`config.mk`:
```
export PLATFORM = sky130hd
export DESIGN_NAME = escalonador_quantum
export DESIGN_NICKNAME = d
export VERILOG_FILES = /design/src/rtl/escalonador_quantum.sv
export SDC_FILE = /design/constraint.sdc
export NUM_CORES = 1
export LEC_CHECK = 0
export CORE_ASPECT_RATIO = 1.4
export CORE_MARGIN = 1
export CORE_UTILIZATION = 45
export CTS_BUF_LIST = sky130_fd_sc_hd__clkbuf_16
export DETAILED_ROUTE_END_ITERATION = 7
export PLACE_DENSITY = 0.71
export REMOVE_ABC_BUFFERS = 1
export SLEW_MARGIN = 20
export SYNTH_ARGS = -nofsm -noshare
export SYNTH_HDL_FRONTEND = slang
export SYNTH_SLANG_ARGS = --single-unit
```
`constraint.sdc`:
```
create_clock -name clock -period 2.4 [get_ports clock]
set_clock_uncertainty 0.05 [all_clocks]
set_input_delay 0.48 -clock clock [delete_from_list [all_inputs] [get_ports clock]]
set_output_delay 0.48 -clock clock [all_outputs]
set_load 0.05 [all_outputs]
```
`src/rtl/escalonador_quantum.sv`:
```
// rtl/escalonador_quantum.sv - round-robin process scheduler with per-quantum instruction count
// Saves PCs per slot and issues a one-cycle context-switch pulse with the PC to load.
module escalonador_quantum #(
   parameter int MAX_PROC    = 3,
   parameter int QUANTUM     = 8,
   parameter int QW          = 8,
   parameter int PROC_BASE   = 300,
   parameter int PROC_STRIDE = 300
) (
   input  logic          clock,
   input  logic          reset,
   input  logic          start,
   input  logic [1:0]    num_proc,
   input  logic          step,
   input  logic [31:0]   pc,
   input  logic          io_req,
   input  logic          fim_proc,
   output logic          troca_contexto,
   output logic [31:0]   pc_contexto,
   output logic [1:0]    processo_atual,
   output logic [QW-1:0] quantum_left,
   output logic          all_done
);

   localparam logic [1:0] IDLE   = 2'd0;
   localparam logic [1:0] RUN    = 2'd1;
   localparam logic [1:0] SWITCH = 2'd2;
   localparam logic [1:0] DONE   = 2'd3;

   logic [1:0]          state;
   logic [MAX_PROC-1:0] activeMask;
   logic [31:0]         pcTable [MAX_PROC];
   logic [1:0]          nextId;
   logic                nextFound;
   logic [1:0]          numEff;
   logic [1:0]          curSlot;

   assign curSlot = processo_atual - 2'd1;
   assign numEff  = (int'(num_proc) > MAX_PROC) ? 2'(MAX_PROC) : num_proc;

   // Slots above the current id win first; otherwise the lowest active id, which leaves current last.
   always_comb begin
      nextId    = 2'd0;
      nextFound = 1'b0;
      for (int j = 0; j < MAX_PROC; j++) begin
         if (!nextFound && activeMask[j] && (j + 1 > int'(processo_atual))) begin
            nextId    = 2'(j + 1);
            nextFound = 1'b1;
         end
      end
      for (int j = 0; j < MAX_PROC; j++) begin
         if (!nextFound && activeMask[j]) begin
            nextId    = 2'(j + 1);
            nextFound = 1'b1;
         end
      end
   end

   assign troca_contexto = (state == SWITCH) && nextFound && (nextId != processo_atual);
   assign pc_contexto    = troca_contexto ? pcTable[nextId - 2'd1] : 32'd0;
   assign all_done       = (state == DONE);

   always_ff @(posedge clock or negedge reset) begin
      if (!reset) begin
         state          <= IDLE;
         activeMask     <= '0;
         processo_atual <= 2'd0;
         quantum_left   <= '0;
         for (int j = 0; j < MAX_PROC; j++) pcTable[j] <= 32'd0;
      end else begin
         case (state)
            IDLE, DONE: begin
               if (start) begin
                  for (int j = 0; j < MAX_PROC; j++) begin
                     pcTable[j]    <= 32'(PROC_BASE + j * PROC_STRIDE);
                     activeMask[j] <= (j < int'(numEff));
                  end
                  processo_atual <= 2'd0;
                  state          <= (numEff == 2'd0) ? DONE : SWITCH;
               end
            end
            RUN: begin
               if (step) begin
                  if (fim_proc) begin
                     activeMask[curSlot] <= 1'b0;
                     state               <= SWITCH;
                  end else if (io_req || quantum_left == QW'(1)) begin
                     pcTable[curSlot] <= pc + 32'd1;
                     state            <= SWITCH;
                  end else begin
                     quantum_left <= quantum_left - QW'(1);
                  end
               end
            end
            SWITCH: begin
               if (!nextFound) begin
                  processo_atual <= 2'd0;
                  state          <= DONE;
               end else begin
                  processo_atual <= nextId;
                  quantum_left   <= QW'(QUANTUM);
                  state          <= RUN;
               end
            end
            default: state <= IDLE;
         endcase
      end
   end

endmodule

```
==> reports/results.ini <==
[synthesis]
synth-seq-cells=111
synth_most_common_cell=sky130_fd_sc_hd__dfrtp_1
synth_commonest_cells=sky130_fd_sc_hd__dfrtp_1 (111), sky130_fd_sc_hd__o2bb2ai_1 (53), sky130_fd_sc_hd__nor2_1 (50), sky130_fd_sc_hd__nand2_1 (46), sky130_fd_sc_hd__o21ai_0 (38)
synthArstFlopShare=1.00
yosys_warnings=0
postSynthAreaPerCell_um2=10.3
yosysTopAreaCellShare=0.498
synth_cells=543
ys_seq_area_frac=0.498
synth_flop_cell=sky130_fd_sc_hd__dfrtp_1
synth_enable_flop_cells=0
yosysTopAreaCell=sky130_fd_sc_hd__dfrtp_1
syn_std_cell_area_mm2=0.00558
distinct_cell_type_count_of_the_synthesized_netlist=54
post_synth_main_area_contributors=sky130_fd_sc_hd__dfrtp_1 (50%), sky130_fd_sc_hd__o2bb2ai_1 (8.3%), sky130_fd_sc_hd__a222oi_1 (5.6%), sky130_fd_sc_hd__xor2_1 (4.1%), sky130_fd_sc_hd__o21ai_0 (3.4%)

[power]
netSwitchingPower_mw=3.85
pwr_density_mw_per_mm2=1090
power.sequential.fraction=0.251
intPower_mw=5.05
total_power_mw=8.90
switching_share=0.433
leakagePower_nw=3.39
share_clk_of_total_power=0.159
worst_ir_drop_vdd_v=0.000492
power_frac_comb=0.590

[timing]
final_min_period_over_clock_period=1.21
finalWorstSetupSlack_ns=-0.495
tightest_slew_ns=0.495
final-hold-violation-count=0
slew_viol_final=0
maxSlewHeadroom=0.669
finalSetupViolations=33
hold_ws_ns=0.438
totalNegativeSetupSlack_ns=-13.63
final_critical_path_time_including_i_o_delays_and_setup_ns=2.90
max_freq_mhz=345
rsz0062_at_grt=yes

[cells_and_area]
layout-drive-gt1-share=0.266
diodes_inserted=0
area.growth.synth_to_final_pct=46.2
layout.nets=744

[placement]
place_congestion=0.844
dpl.hpwl_mm=11.9
number_of_buffers_inserted_by_port_buffering=83
preCtsSetupSlack_ns=-0.171

[die]
initial_core_util=0.468
floorplan.core_area_mm2=0.0119
design.die.area_mm2=0.0129
pin_count=84
dieWidth_um=96.1
placementRows=47
die_height_um=134

[worst_setup_path]
cell_type_of_the_slowest_stage_on_the_worst_timing_path=sky130_fd_sc_hd__dfrtp_2
cp_data_arrival_time_ns=2.37
timing.critical_path.to_type=output port
path_class=flop to output port
path_cells=xor2_2 > a221oi_4 > nor3_4 > buf_12 > buf_6 > a222oi_1 > nor2_1 > clkbuf_16
start_kind=flop
critPathBufInv=3
timing.critical_path.required_ns=1.87
cpLargestDelayFamily=compound AO/OA/AOI/OAI gates
worst-path-max-fanout=7
slowest_delay_ns=0.45

[clocking]
tritoncts=yes
clock_tree.htree_level_count=3
cts_sinks=111
cts.root.buffer_cell=sky130_fd_sc_hd__clkbuf_16
worst_skew_pair.late_latency_ns=0.36
cts-root-to-sink-buffers=2
clkSlewWorstSetupHoldPaths_ns=0.08
cts_buffers=9

[routing]
routed_wire_length_per_instance_um=21.5
drt_pre_antenna_iters=8
post_drt_via_cell_ratio=6.26
vias=5320
ant_nets=0
drt_iter0_drc=541
remaining_drc_errors=0
wl_mm=18.3

[run_status]
outcome=finished, violations left
failing_checks=negative setup slack

[job]
cap_violations=0

[global_route]
track_usage=0.294
grt_antenna_before_repair=0
grt_pass1_vias=5600
overflow=0
grt_first_pass_wirelength_mm=28.6
grt_start_max_net_pins=55

[min_path]
min-delay-path-class=flop to flop

-- worst min-delay path, delay by kind of cell, from the launching register on --
kind	cells	cell delay, ns
flip-flops	1	0.35
AO/OA/AOI/OAI	1	0.06
AND/OR/NAND/NOR	1	0.05
-- kinds of logic (layout without fill, tap and decap cells) --
kind of cell | after synthesis | count (layout) | share of synthesized area
flip-flops | 111 | 111 | 0.498
AND/OR/NAND/NOR | 170 | 170 | 0.151
XOR/XNOR | 36 | 36 | 0.0565
adder cells (fa/ha/maj) | 6 | 6 | 0.0134
buffers and inverters | 46 | 206 | 0.0316
AO/OA/AOI/OAI | 170 | 170 | 0.243
multiplexers | 4 | 4 | 0.00717
-- state kept, by name, summed over array words and instances, names as in the netlist --
register        flops
state               2
processo_atual      2
quantum_left        8
pcTable            96
activeMask          3
-- placed cells by master, fill, tap and decap left out, types with 17 or more instances in the layout --
master | Yosys | layout
sky130_fd_sc_hd__o2bb2ai_1 | 53 | 53
sky130_fd_sc_hd__a222oi_1 | 31 | 31
sky130_fd_sc_hd__nor2_2 | 0 | 17
sky130_fd_sc_hd__clkdlybuf4s50_1 | 0 | 49
sky130_fd_sc_hd__buf_12 | 0 | 42
sky130_fd_sc_hd__xor2_1 | 26 | 25
sky130_fd_sc_hd__dfrtp_1 | 111 | 108
sky130_fd_sc_hd__o21ai_0 | 38 | 38
sky130_fd_sc_hd__buf_4 | 0 | 73
sky130_fd_sc_hd__nor2_1 | 50 | 32
sky130_fd_sc_hd__nand2_1 | 46 | 45
-- layout make-up --
cell class	count	area (um^2)
clock inverters	7	47.5
clock buffers	9	225
well taps	147	184
inverters	12	47.5
multi-input cells	386	2770
flip-flops and latches	111	2780
fillers	881	3780
repair buffers	178	2100
-- metrics by stage --
| step | instances | utilization | instance area, um^2 |
|---|---|---|---|
| after floorplan | 509 | - | 5450 |
| after global placement | 814 | 0.629 | 7510 |
| after detailed placement | 814 | 0.629 | 7510 |
| after CTS | 846 | 0.675 | 8060 |
| after global routing | 850 | 0.683 | 8160 |
| final | 850 | 0.683 | 8160 |
-- power by group through the flow --
stage / registers [mW] / clock network [mW] / logic [mW]
after detailed placement: 2.25 / 0 / 4.36
after floorplan: 2.46 / 0 / 1.87
after global placement: 2.24 / 0 / 4.28
final: 2.23 / 1.41 / 5.25
after global routing: 2.25 / 1.51 / 5.49
after CTS: 2.22 / 1.42 / 5.01
-- path summary, 6_finish.rpt --
check,from,endpoint,slack (ns),cells after the start
max in group asynchronous,reset,pcTable[0],0.99,3
min in group asynchronous,reset,quantum_left[2],0.51,2
setup reg to reg,state[0],pcTable[67],0.09,7
hold / removal,pcTable[62],pcTable[62],0.44,2
hold reg to reg,pcTable[62],pcTable[62],0.44,2
setup / recovery,processo_atual[0],pc_contexto[28],-0.50,8
-- metal layers --
layer  share of wire  track usage
met1            0.37        0.356
met5               0            0
met4           0.030        0.133
met3           0.082       0.0561
met2            0.52        0.498
-- repair_timing --
item	in CTS	in global routing
setup endpoints to repair	33	107
pin swaps	12	16
hold buffers	1	0
gates cloned	2	2
buffers inserted	13	5
resized for setup	35	16
hold endpoints to repair	19	0
Power figures use the tool's default switching activity.
